===== src/rtl/uart_tx_fifo_pkg.sv =====
// Shared definitions for the uart_tx_fifo slice: FSM state encoding and default widths.
package uart_tx_fifo_pkg;

    localparam int NB_STATE    = 2;
    localparam int NB_DATA_DEF = 8;

    typedef enum logic [NB_STATE-1:0] {
        ST_IDLE      = 2'b01,
        ST_WAIT_DONE = 2'b10
    } state_e;

endpackage


===== src/rtl/fifo_sync.sv =====
// Synchronous FIFO with a combinational head read. Writes to a full FIFO and
// reads from an empty FIFO are ignored.
module fifo_sync
    import uart_tx_fifo_pkg::*;
#(
    parameter int NB_DATA = NB_DATA_DEF,
    parameter int NB_ADDR = 4
) (
    input  logic               clk,
    input  logic               i_rst,
    input  logic               i_wr,
    input  logic [NB_DATA-1:0] i_wdata,
    input  logic               i_rd,
    output logic [NB_DATA-1:0] o_rdata,
    output logic               o_full,
    output logic               o_empty,
    output logic [NB_ADDR:0]   o_count
);

    localparam int unsigned DEPTH = 2 ** NB_ADDR;
    localparam logic [NB_ADDR:0] FULL_CNT = {1'b1, {NB_ADDR{1'b0}}};

    logic [NB_DATA-1:0] mem_q [DEPTH];
    logic [NB_ADDR-1:0] wr_ptr_q, wr_ptr_d;
    logic [NB_ADDR-1:0] rd_ptr_q, rd_ptr_d;
    logic [NB_ADDR:0]   count_q, count_d;
    logic               wr_en, rd_en;

    always_comb begin
        o_full   = (count_q == FULL_CNT);
        o_empty  = (count_q == '0);
        o_count  = count_q;
        o_rdata  = mem_q[rd_ptr_q];
        wr_en    = i_wr && !o_full;
        rd_en    = i_rd && !o_empty;
        wr_ptr_d = wr_ptr_q;
        rd_ptr_d = rd_ptr_q;
        count_d  = count_q;
        // Pointers wrap naturally at NB_ADDR bits.
        if (wr_en) wr_ptr_d = wr_ptr_q + 1'b1;
        if (rd_en) rd_ptr_d = rd_ptr_q + 1'b1;
        if (wr_en && !rd_en) count_d = count_q + 1'b1;
        else if (rd_en && !wr_en) count_d = count_q - 1'b1;
    end

    always_ff @(posedge clk) begin
        if (i_rst) begin
            wr_ptr_q <= '0;
            rd_ptr_q <= '0;
            count_q  <= '0;
        end else begin
            wr_ptr_q <= wr_ptr_d;
            rd_ptr_q <= rd_ptr_d;
            count_q  <= count_d;
        end
    end

    always_ff @(posedge clk) begin
        if (!i_rst && wr_en) mem_q[wr_ptr_q] <= i_wdata;
    end

endmodule


===== src/rtl/uart_tx_fifo.sv =====
// Buffers bytes ahead of uart_tx and hands them over one at a time with a
// one-cycle start pulse, waiting for the done tick between bytes.
module uart_tx_fifo
    import uart_tx_fifo_pkg::*;
#(
    parameter int NB_DATA = NB_DATA_DEF,
    parameter int NB_ADDR = 4
) (
    input  logic               clk,
    input  logic               i_rst,
    input  logic               i_wr,
    input  logic [NB_DATA-1:0] i_wdata,
    output logic               o_full,
    output logic               o_empty,
    output logic [NB_ADDR:0]   o_count,
    output logic               o_overflow,
    input  logic               i_clr_ovf,
    output logic               o_tx_start,
    output logic [NB_DATA-1:0] o_tx_data,
    input  logic               i_tx_done,
    output logic               o_busy
);

    state_e             state_q, state_d;
    logic               tx_start_q, tx_start_d;
    logic [NB_DATA-1:0] tx_data_q, tx_data_d;
    logic               ovf_q, ovf_d;
    logic               pop;
    logic [NB_DATA-1:0] fifo_rdata;
    logic               fifo_full, fifo_empty;

    fifo_sync #(
        .NB_DATA (NB_DATA),
        .NB_ADDR (NB_ADDR)
    ) u_fifo (
        .clk     (clk),
        .i_rst   (i_rst),
        .i_wr    (i_wr),
        .i_wdata (i_wdata),
        .i_rd    (pop),
        .o_rdata (fifo_rdata),
        .o_full  (fifo_full),
        .o_empty (fifo_empty),
        .o_count (o_count)
    );

    always_ff @(posedge clk) begin
        if (i_rst) begin
            state_q    <= ST_IDLE;
            tx_start_q <= 1'b0;
            tx_data_q  <= '0;
            ovf_q      <= 1'b0;
        end else begin
            state_q    <= state_d;
            tx_start_q <= tx_start_d;
            tx_data_q  <= tx_data_d;
            ovf_q      <= ovf_d;
        end
    end

    always_comb begin
        state_d = ST_IDLE;
        case (state_q)
            ST_IDLE:      state_d = fifo_empty ? ST_IDLE : ST_WAIT_DONE;
            ST_WAIT_DONE: state_d = i_tx_done ? ST_IDLE : ST_WAIT_DONE;
            default:      state_d = ST_IDLE;
        endcase
    end

    always_comb begin
        pop = 1'b0;
        case (state_q)
            ST_IDLE: pop = !fifo_empty;
            default: pop = 1'b0;
        endcase
        tx_start_d = pop;
        tx_data_d  = pop ? fifo_rdata : tx_data_q;
        // A dropped write outranks a simultaneous clear.
        if (i_wr && fifo_full) ovf_d = 1'b1;
        else if (i_clr_ovf)    ovf_d = 1'b0;
        else                   ovf_d = ovf_q;
    end

    assign o_full     = fifo_full;
    assign o_empty    = fifo_empty;
    assign o_overflow = ovf_q;
    assign o_tx_start = tx_start_q;
    assign o_tx_data  = tx_data_q;
    assign o_busy     = !fifo_empty || (state_q == ST_WAIT_DONE);

endmodule

===== config.mk =====
export PLATFORM = sky130hd
export DESIGN_NAME = uart_tx_fifo
export DESIGN_NICKNAME = d
export VERILOG_FILES = /design/src/rtl/uart_tx_fifo_pkg.sv /design/src/rtl/fifo_sync.sv /design/src/rtl/uart_tx_fifo.sv
export SDC_FILE = /design/constraint.sdc
export NUM_CORES = 1
export LEC_CHECK = 0
export ABC_CLOCK_PERIOD_IN_PS = 2600
export CAP_MARGIN = 20
export CORE_MARGIN = 8
export CORE_UTILIZATION = 45
export CTS_CLUSTER_DIAMETER = 150
export CTS_CLUSTER_SIZE = 24
export DETAILED_ROUTE_END_ITERATION = 6
export PLACE_DENSITY_LB_ADDON = 0.08
export SETUP_SLACK_MARGIN = 0.4
export SLEW_MARGIN = 10
export SYNTH_ARGS = -nofsm -noshare
export SYNTH_HDL_FRONTEND = slang
export SYNTH_SLANG_ARGS = --single-unit

===== constraint.sdc =====
create_clock -name clk -period 2.6 [get_ports clk]
set_clock_uncertainty 0.15 [all_clocks]
set_input_delay 0.52 -clock clk [delete_from_list [all_inputs] [get_ports clk]]
set_output_delay 0.52 -clock clk [all_outputs]
set_load 0.005 [all_outputs]

==> results of run 1 <==
==> layer usage <==
layer	GRT usage (%)	vias to the layer above
met5	0	-
met4	6.18	0
met3	3.44	16
met2	25.5	77
met1	20.5	1797
li1	-	1714
==> final timing paths <==
path	startpoint	end	depth (start not counted)
worst max register to register	u_fifo.o_count[1]	u_fifo.o_count[4]	10
worst max-delay path	u_fifo.o_count[3]	o_busy	4
worst min register to register	o_tx_data[2]	o_tx_data[2]	2
worst min-delay path	o_tx_data[2]	o_tx_data[2]	2
==> sequential cells by signal, indices dropped and copies added, names as in the netlist <==
name,cells
u_fifo.mem_q,128
o_tx_data,8
u_fifo.o_count,5
u_fifo.rd_ptr_q,4
u_fifo.wr_ptr_q,4
state_q,2
o_overflow,1
o_tx_start,1
==> where the power goes <==
part / total [mW] / internal, mW / switching [mW]
Clock: 2.83 / 1.90 / 0.933
Sequential: 2.95 / 2.81 / 0.143
Combinational: 1.89 / 0.946 / 0.940
Total: 7.67 / 5.65 / 2.02
==> worst max-delay path: cells and delay by family (launching register included) <==
kind,cells,cell delay (ns)
buf+inv,2,0.25
flops,1,0.34
simple gates,2,0.89
==> cells by family (layout without fill, tap and decap cells) <==
logic type	Yosys count	in the layout	synth area share, %
flops	153	153	70.4
mux	68	68	11.1
buf+inv	31	119	2.39
fa+ha+maj	12	12	2.56
simple gates	79	79	6.15
xor+xnor	9	9	1.28
compound gates	56	56	6.15
==> through the flow <==
| stage | instances | worst slack (ns) | power [mW] | hold WS, ns |
|---|---|---|---|---|
| 2_1_floorplan | 408 | -0.0144 | 3.96 | 0.344 |
| 3_3_place_gp | 630 | -0.327 | 4.66 | 0.338 |
| 3_5_place_dp | 630 | -0.353 | 4.69 | 0.346 |
| 4_1_cts | 665 | 0.00729 | 7.56 | 0.354 |
| 5_1_grt | 672 | -0.102 | 7.99 | 0.381 |
| 6_report | 672 | 0.0474 | 7.67 | 0.348 |
==> area by class of cell <==
class,count,area [um^2]
Multi-Input combinational cell,224,1790
Clock inverter,12,244
Fill cell,1028,5510
Clock buffer,20,437
Sequential cell,153,4350
Inverter,8,35.0
Timing Repair Buffer,79,702
Tap cell,176,220
==> cells in the final DEF, fill, tap and decap left out, types with 4 or more instances in the layout <==
master,instances
mux2i_1,67
nor4_1,8
clkbuf_16,17
nand3b_1,5
inv_1,5
nor2_1,38
o22ai_1,32
clkdlybuf4s50_1,26
nand2_1,8
xor2_1,6
a21oi_1,4
bufinv_16,7
edfxtp_1,128
buf_4,39
dfxtp_1,22
buf_6,9
nor2_2,4
a211oi_1,9
ha_1,8
==> what timing repair did <==
item,4_1_cts,5_1_grt
hold endpoints to repair,0,0
setup endpoints to repair,5,39
gates resized for setup,17,20
pin swaps,3,13
setup buffers,3,7
==> reports/metrics.cfg, run 1 <==
[power]
worst_case_vdd_ir_drop_mv=0.503
p_leak_nw=2.61
powerDensity_mw_per_mm2=985

[run_status]
status=finished clean

[yosys]
flip_flop_and_latch_count_after_synthesis=153
postSynthCellCount=408
syn-cell-area_mm2=0.00617
synth-seq-area-share_pct=70.4
average_instance_area_after_synthesis_um2=15.1
synthesis.nets=433
synth_area_leader_cell=edfxtp_1
synth-async-reset-ratio_pct=0
synthFlopType=edfxtp_1
synth.top_cells.by_count=edfxtp_1 (128), mux2i_1 (67), nor2_1 (44), o22ai_1 (32), dfxtp_1 (25)
synth.most_common_cell=edfxtp_1
number_of_synthesized_flops_with_an_enable_pin=128
synth_warnings=0
synth.top_cell.area_share_pct=62.3
yosys.cell_types.count=32
netlist_top_cells_area=edfxtp_1 (62%), mux2i_1 (11%), dfxtp_1 (8.1%)

[sta]
finalHoldViolations=0
post-route-period-util_pct=98.2
setup_total_negative_slack_ns=0
setup_viol=0
finalWorstPathRequiredPeriod_ns=2.55
rsz0062_at_grt=true
worst_pin_slew_ns=0.759
max_freq_mhz=392
timing_max_transition_violations_final=0
max_slew_margin_pct=49.2

[grt]
grt_max_degree=24
grt_use_total_pct=15.9
global_route_total_overflow=0
grt_pass1_wl_mm=21.0
first_global_vias=3707
antenna_found_initial=0

[final_layout]
final_area_mm2=0.00778
num-nets-final=508
area_growth_syn_to_layout_pct=26.1
share_of_cells_above_drive_strength_1_pct=21.2
antenna_cells=0
utilization_pct=58.5

[critical_path]
setup.worst_path.end_class=output port
critical_path.max_stage_delay_ns=0.56
endpoint_required_time_on_the_critical_path_ns=1.93
critical_path.startpoint_type=flip-flop
crit_path_max_fanout=3
crit_type=flip-flop to output port
worstPathArrival_ns=1.88
slowest_stage=or4_4
r2r_slack_ns=0.06
timing.critical_path.cells=buf_6 -> or4_4 -> or3_1 -> buf_2

[route]
route.top_layer_used=met4
drc=0
postRouteWirelength_mm=13.6
routed-wl-met3_um=583
route.detailed.wl_per_inst_um=20.2
detail_route.vias_per_cell=5.36
routedLengthMet1_mm=6.14
antenna_left=0
first_iter_violations=208
route.vias.total=3604
met2_length_mm=6.62
first_pass_iters=4

[floorplan]
core-area_mm2=0.0133
initial_util_pct=46.4
die-width_um=133
die_y_um=133
placementRows=42
floorplan.die_area_mm2=0.0177
pin_count=31

[clock_network]
clkSlewWorstSetupHoldPaths_ns=0.06
clkLatencyLatePin_ns=0.42
clock-root-buffer=clkbuf_16
cts_sinks=153
cts-root-to-sink-buffers=2
clock_tree.htree_level_count=4
tritoncts=yes
cts_buffers=17
post_cts_hold_buffer_count=0

[placed_design]
count_of_buffers_inserted_at_the_top_level_ports=30
place_hpwl_mm=8.84
detailed_place.area_mm2=0.00693
place.gp.congestion=0.752

[flow_run]
cap_viol_max_count=0

[min_path]
holdCritPathClass=flip-flop to flip-flop

No activity file was read; power rests on OpenSTA's default activity.
==> inputs of run 2 (changes only) <==
--- a/config.mk
+++ b/config.mk
@@ -8,7 +8,7 @@
 export ABC_CLOCK_PERIOD_IN_PS = 2600
 export CAP_MARGIN = 20
 export CORE_MARGIN = 8
-export CORE_UTILIZATION = 45
+export CORE_UTILIZATION = 54
 export CTS_CLUSTER_DIAMETER = 150
 export CTS_CLUSTER_SIZE = 24
 export DETAILED_ROUTE_END_ITERATION = 6
==> reports/metrics.cfg, run 2 (synthesized netlist as in run 1, its figures left out) <==
[run_status]
status=finished clean

[critical_path]
critPathBufInv=2  ; unchanged
worst_setup_path_startpoint=u_fifo.o_count[0]
critical_path.startpoint_type=flip-flop
endpoint_required_time_on_the_critical_path_ns=2.75  ; +0.82 ns
crit_type=flip-flop to flip-flop
setup.worst_path.end_class=flip-flop
slowest_stage=dfxtp_4
critPathTopFamily=multiplexers
timing.critical_path.cells=nor4_4 -> a21boi_2 -> inv_4 -> ha_4 -> inv_4 -> fa_2 -> a21o_1 -> a21oi_2 -> mux2i_1 -> mux2_2
cpMostUsedCell=inv_4
worstPathArrival_ns=2.68  ; +0.80 ns
crit_path_max_fanout=4  ; +1
r2r_start=u_fifo.o_count[0]
critical_path.max_stage_delay_ns=0.35  ; -0.21 ns

[sta]
finalWorstPathRequiredPeriod_ns=2.52  ; -0.0284 ns
finalHoldWorstSlack_ns=0.354  ; +0.00544 ns
timing_max_transition_violations_final=0  ; unchanged
finalHoldViolations=0  ; unchanged
worst_pin_slew_ns=0.667  ; -0.0921 ns
setup_viol=0  ; unchanged
rsz0062_at_grt=true
max_freq_mhz=396  ; +1.1%
max_slew_margin_pct=55.4  ; +6.2 points
post-route-period-util_pct=97.1  ; -1.1 points

[power]
design_power_total_mw=7.34  ; -4.2%
worst_case_vdd_ir_drop_mv=0.701  ; +39%
p_leak_nw=2.58  ; -1.1%
powerDensity_mw_per_mm2=954  ; -3.2%

[final_layout]
largest_register_ffs=128  ; unchanged
antenna_cells=0  ; unchanged
largest-register=u_fifo.mem_q
final_cell_mix=edfxtp_1 (128), mux2i_1 (67), nor2_1 (38)
utilization_pct=68.3  ; +9.8 points
share_of_cells_above_drive_strength_1_pct=22.5  ; +1.4 points
num-nets-final=509  ; +0.20%
final_common_cell=edfxtp_1
area_growth_syn_to_layout_pct=24.9

[clock_network]
clock_tree.htree_level_count=4  ; unchanged
post_cts_hold_buffer_count=0  ; unchanged
cts_sinks=153  ; unchanged
tritoncts=yes
clkSlewWorstSetupHoldPaths_ns=0.06  ; about the same
cts-root-to-sink-buffers=2  ; unchanged
clkLatencyLatePin_ns=0.42  ; about the same
cts_buffers=17  ; unchanged
clock-root-buffer=clkbuf_16

[route]
detail_route.vias_per_cell=5.64  ; +5.1%
first_pass_iters=4  ; unchanged
postRouteWirelength_mm=13.1  ; -3.7%
first_iter_violations=308  ; +48%
route.detailed.wl_per_inst_um=20.4  ; +1.1%
antenna_left=0  ; unchanged
route.vias.total=3607  ; +0.083%
drc=0  ; unchanged

[floorplan]
core-area_mm2=0.0113  ; -15%
die-width_um=123  ; -7.7%
initial_util_pct=54.7  ; +8.3 points
die_y_um=123  ; -7.7%
pin_count=31  ; unchanged
floorplan.die_area_mm2=0.0151  ; -15%
placementRows=39  ; -7.1%

[placed_design]
count_of_buffers_inserted_at_the_top_level_ports=30  ; unchanged
place_hpwl_mm=8.53  ; -3.5%
place.gp.congestion=0.834  ; +11%

[grt]
grt_use_total_pct=18.4  ; +2.5 points
grt_pass1_wl_mm=20.0  ; -4.5%
grt_max_degree=25  ; +4.2%
first_global_vias=3559  ; -4.0%
global_route_total_overflow=0  ; unchanged
antenna_found_initial=0  ; unchanged

[min_path]
holdCritPathClass=flip-flop to flip-flop
timing.hold.worst.start=o_tx_data[0]

[flow_run]
cap_viol_max_count=0  ; unchanged

run 2: changes by cell type in the layout (fill, tap and decap cells not counted), sizes merged:
cell / before / now
inv: 10 / 13
bufinv: 7 / 3
buf: 52 / 53
clkbuf: 20 / 17
clkinv: 3 / 5
clkinvlp: 0 / 2
run 2: repair_timing:
item,4_1_cts,5_1_grt
pin swaps,10,7
resized for setup,25,20
buffers inserted,9,3
setup endpoints to repair,5,46
run 2: per-stage QoR:
step	setup WS, ns	cells	area, um^2	TNS, ns
after floorplan	-0.0144	408	6230	-0.0144
after global placement	-0.291	596	6890	-0.291
final	0.0758	640	7700	0
after CTS	0.0644	637	7590	0
after detailed placement	-0.336	596	6890	-0.336
after global routing	-0.0277	640	7700	-0.0277
run 2: area by class of cell:
class                           count  area (um^2)
Fill cell                         778         3570
Clock buffer                       17          425
Tap cell                          143          179
Sequential cell                   153         4360
Multi-Input combinational cell    224         1800
Clock inverter                     15          170
Timing Repair Buffer               80          733
Inverter                            8         35.0
run 2: worst paths after layout:
kind / cells past startpoint / to / slack, ns
max: 10 / u_fifo.o_count[4] / 0.08
min: 2 / o_tx_data[0] / 0.35
max reg2reg: 10 / u_fifo.o_count[4] / 0.08
min reg2reg: 2 / o_tx_data[0] / 0.35
run 2: power by group:
group          leakage (nW)  internal, mW  switching (mW)  total (mW)
registers              1.36          2.81           0.127        2.94
clock network         0.287          1.51           0.953        2.46
logic                 0.932          1.00           0.946        1.95
run 2: metal layers:
layer	wire (um)	global-route usage [%]	vias to the layer above	share of wire (%)
li1	-	-	1722	-
met1	5650	23.9	1764	43
met2	6330	28.5	107	48
met3	828	5.70	14	6.3
met4	261	6.85	0	2.0
met5	0	0	-	0
run 2: worst register-to-register path: stages (launching register included):
cell and delay (ns):
dfxtp_4 0.35, nor4_4 0.32, a21boi_2 0.12, inv_4 0.07, ha_4 0.14, inv_4 0.05, fa_2 0.33, a21o_1 0.17
a21oi_2 0.14, mux2i_1 0.21, mux2_2 0.35
==> inputs of run 3 (changes only) <==
--- a/config.mk
+++ b/config.mk
@@ -7,11 +7,12 @@
 export LEC_CHECK = 0
 export ABC_CLOCK_PERIOD_IN_PS = 2600
 export CAP_MARGIN = 20
-export CORE_MARGIN = 8
+export CORE_MARGIN = 1.5
 export CORE_UTILIZATION = 54
 export CTS_CLUSTER_DIAMETER = 150
 export CTS_CLUSTER_SIZE = 24
 export DETAILED_ROUTE_END_ITERATION = 6
+export GPL_TIMING_DRIVEN = 0
 export PLACE_DENSITY_LB_ADDON = 0.08
 export SETUP_SLACK_MARGIN = 0.4
 export SLEW_MARGIN = 10
==> reports/metrics.cfg, run 3 (synthesized netlist as in run 1, its figures left out) <==
[route]
first_pass_iters=5  ; +1
postRouteWirelength_mm=13.4  ; +2.3%
antenna_left=0  ; unchanged
first_iter_violations=268  ; -13%
detail_route.vias_per_cell=5.82  ; +3.4%
route.vias.total=3658  ; +1.4%
drc=0  ; unchanged
route.detailed.wl_per_inst_um=21.3  ; +4.2%

[critical_path]
critical_path.max_stage_delay_ns=0.36  ; about the same
endpoint_required_time_on_the_critical_path_ns=2.76  ; about the same
worstPathArrival_ns=2.77  ; +0.09 ns
setup.worst_path.end_class=flip-flop
critical_path.startpoint_type=flip-flop
slowest_stage=dfxtp_4
crit_path_max_fanout=5  ; +1
timing.critical_path.cells=nor4_4 -> a21boi_2 -> buf_4 -> inv_4 -> ha_4 -> inv_4 -> fa_2 -> a21o_1 -> a21oi_2 -> mux2i_1 -> mux2_2
crit_type=flip-flop to flip-flop
cpMostUsedCell=inv_4

[final_layout]
largest-register=u_fifo.mem_q
antenna_cells=0  ; unchanged
final_common_cell=edfxtp_1
fill_cells=747  ; -4.0%
area_growth_syn_to_layout_pct=23.4
final_cell_mix=edfxtp_1 (128), mux2i_1 (67), o22ai_1 (32)
largest_register_ffs=128  ; unchanged
final_area_mm2=0.00761  ; -1.2%
num-nets-final=500  ; -1.8%
share_of_cells_above_drive_strength_1_pct=23.0  ; +0.42 points

[sta]
fin_ws_ns=-0.0152  ; -0.0910 ns
max_freq_mhz=382  ; -3.5%
max_slew_margin_pct=47.4  ; -8.0 points
worst_pin_slew_ns=0.786  ; +0.119 ns
finalWorstPathRequiredPeriod_ns=2.62  ; +0.0910 ns
finalHoldViolations=0  ; unchanged
setup_viol=1  ; +1
rsz0062_at_grt=true
timing_max_transition_violations_final=0  ; unchanged
post-route-period-util_pct=101  ; +3.5 points

[power]
worst_case_vdd_ir_drop_mv=0.787  ; +12%
powerDensity_mw_per_mm2=936  ; -1.8%
p_leak_nw=2.46  ; -4.8%
design_power_total_mw=7.13  ; -3.0%

[floorplan]
floorplan.die_area_mm2=0.0121  ; -20%
die_y_um=110  ; -11%
core-area_mm2=0.0110  ; -2.6%
initial_util_pct=56.2  ; +1.4 points
placementRows=38  ; -2.6%
pin_count=31  ; unchanged
die-width_um=110  ; -11%

[grt]
global_route_total_overflow=0  ; unchanged
antenna_found_initial=0  ; unchanged
grt_use_total_pct=24.0  ; +5.6 points
grt_pass1_wl_mm=19.8  ; -1.0%
grt_max_degree=17  ; -32%
first_global_vias=3459  ; -2.8%

[clock_network]
cts-root-to-sink-buffers=2  ; unchanged
clkLatencyLatePin_ns=0.42  ; about the same
clock-root-buffer=clkbuf_16
cts_buffers=17  ; unchanged
clock_tree.htree_level_count=4  ; unchanged
clkSlewWorstSetupHoldPaths_ns=0.06  ; about the same
cts_sinks=153  ; unchanged
tritoncts=yes

[run_status]
status=finished, violations left
violations_in_the_final_reports=negative setup slack

[placed_design]
count_of_buffers_inserted_at_the_top_level_ports=30  ; unchanged
place_hpwl_mm=8.62  ; +1.1%
place.gp.congestion=0.884  ; +6.0%
detailed_place.area_mm2=0.00670  ; -2.8%

[flow_run]
cap_viol_max_count=0  ; unchanged

[min_path]
holdCritPathClass=flip-flop to flip-flop

run 3: cell count changes in the layout (fill, tap and decap cells not counted), moves of 3 or more:
cell        previous run  this run
buf_4                 36        19
nor2_1                38        26
nand2_1                8         5
nand2_2                0         3
clkinv_4               0         4
buf_2                  3        11
clkinvlp_4             2         5
clkbuf_1               0         6
inv_6                  5         1
nor2_4                 3        17
buf_6                 12         4
run 3: worst paths after layout:
path                startpoint                end  slack (ns)  depth (start not counted)
max          u_fifo.o_count[1]  u_fifo.o_count[4]       -0.02                         11
min               o_tx_data[7]       o_tx_data[7]        0.36                          2
max reg2reg  u_fifo.o_count[1]  u_fifo.o_count[4]       -0.02                         11
min reg2reg       o_tx_data[7]       o_tx_data[7]        0.36                          2
run 3: report_power, final:
part	internal (mW)	leakage, nW	switching (mW)	total [mW]
Combinational	0.924	0.835	1.00	1.93
Clock	1.31	0.259	0.976	2.29
Sequential	2.81	1.36	0.0973	2.91
run 3: worst max-delay path: cells and delay by family, from the launching register on:
kind,cells,cell delay [ns]
buffers and inverters,3,0.27
muxes,2,0.54
DFF,1,0.36
and+or+nand+nor,1,0.30
adders and majority gates,2,0.46
AOI/OAI and AO/OA,3,0.42
run 3: layout make-up:
class                      count  area (um^2)  share of cell area (%)
clock buffer                  17          425                    5.59
timing repair buffer          48          452                    5.94
sequential                   153         4360                    57.3
inverter                       8         35.0                   0.460
tap                          140          175                    2.30
clock inverter                15          130                    1.71
multi-input combinational    224         1900                    24.9
buffer                        23          136                    1.79
run 3: timing repair:
action,4_1_cts,5_1_grt
endpoints found under the setup margin,127,137
gates cloned,0,0
pin swaps,9,15
buffers inserted,12,6
resized for setup,49,23
hold buffers,0,0
run 3: metrics by stage:
step	hold WS, ns	instances	setup WS, ns	TNS [ns]	util, %
2_1_floorplan	0.344	408	-0.0144	-0.0144	-
3_3_place_gp	0.345	578	-0.660	-26.61	61.0
3_5_place_dp	0.350	578	-0.667	-31.42	61.0
4_1_cts	0.364	622	-0.0654	-0.0981	68.0
5_1_grt	0.367	628	-0.109	-0.109	69.3
6_report	0.363	628	-0.0152	-0.0152	69.3
run 3: routing by layer:
layer	global-route usage, %	up-vias	share of wire, %
met5	0	-	0
met4	8.53	0	1.3
met3	5.69	16	6.1
met2	38.5	129	49
met1	32.2	1812	43
li1	-	1701	-
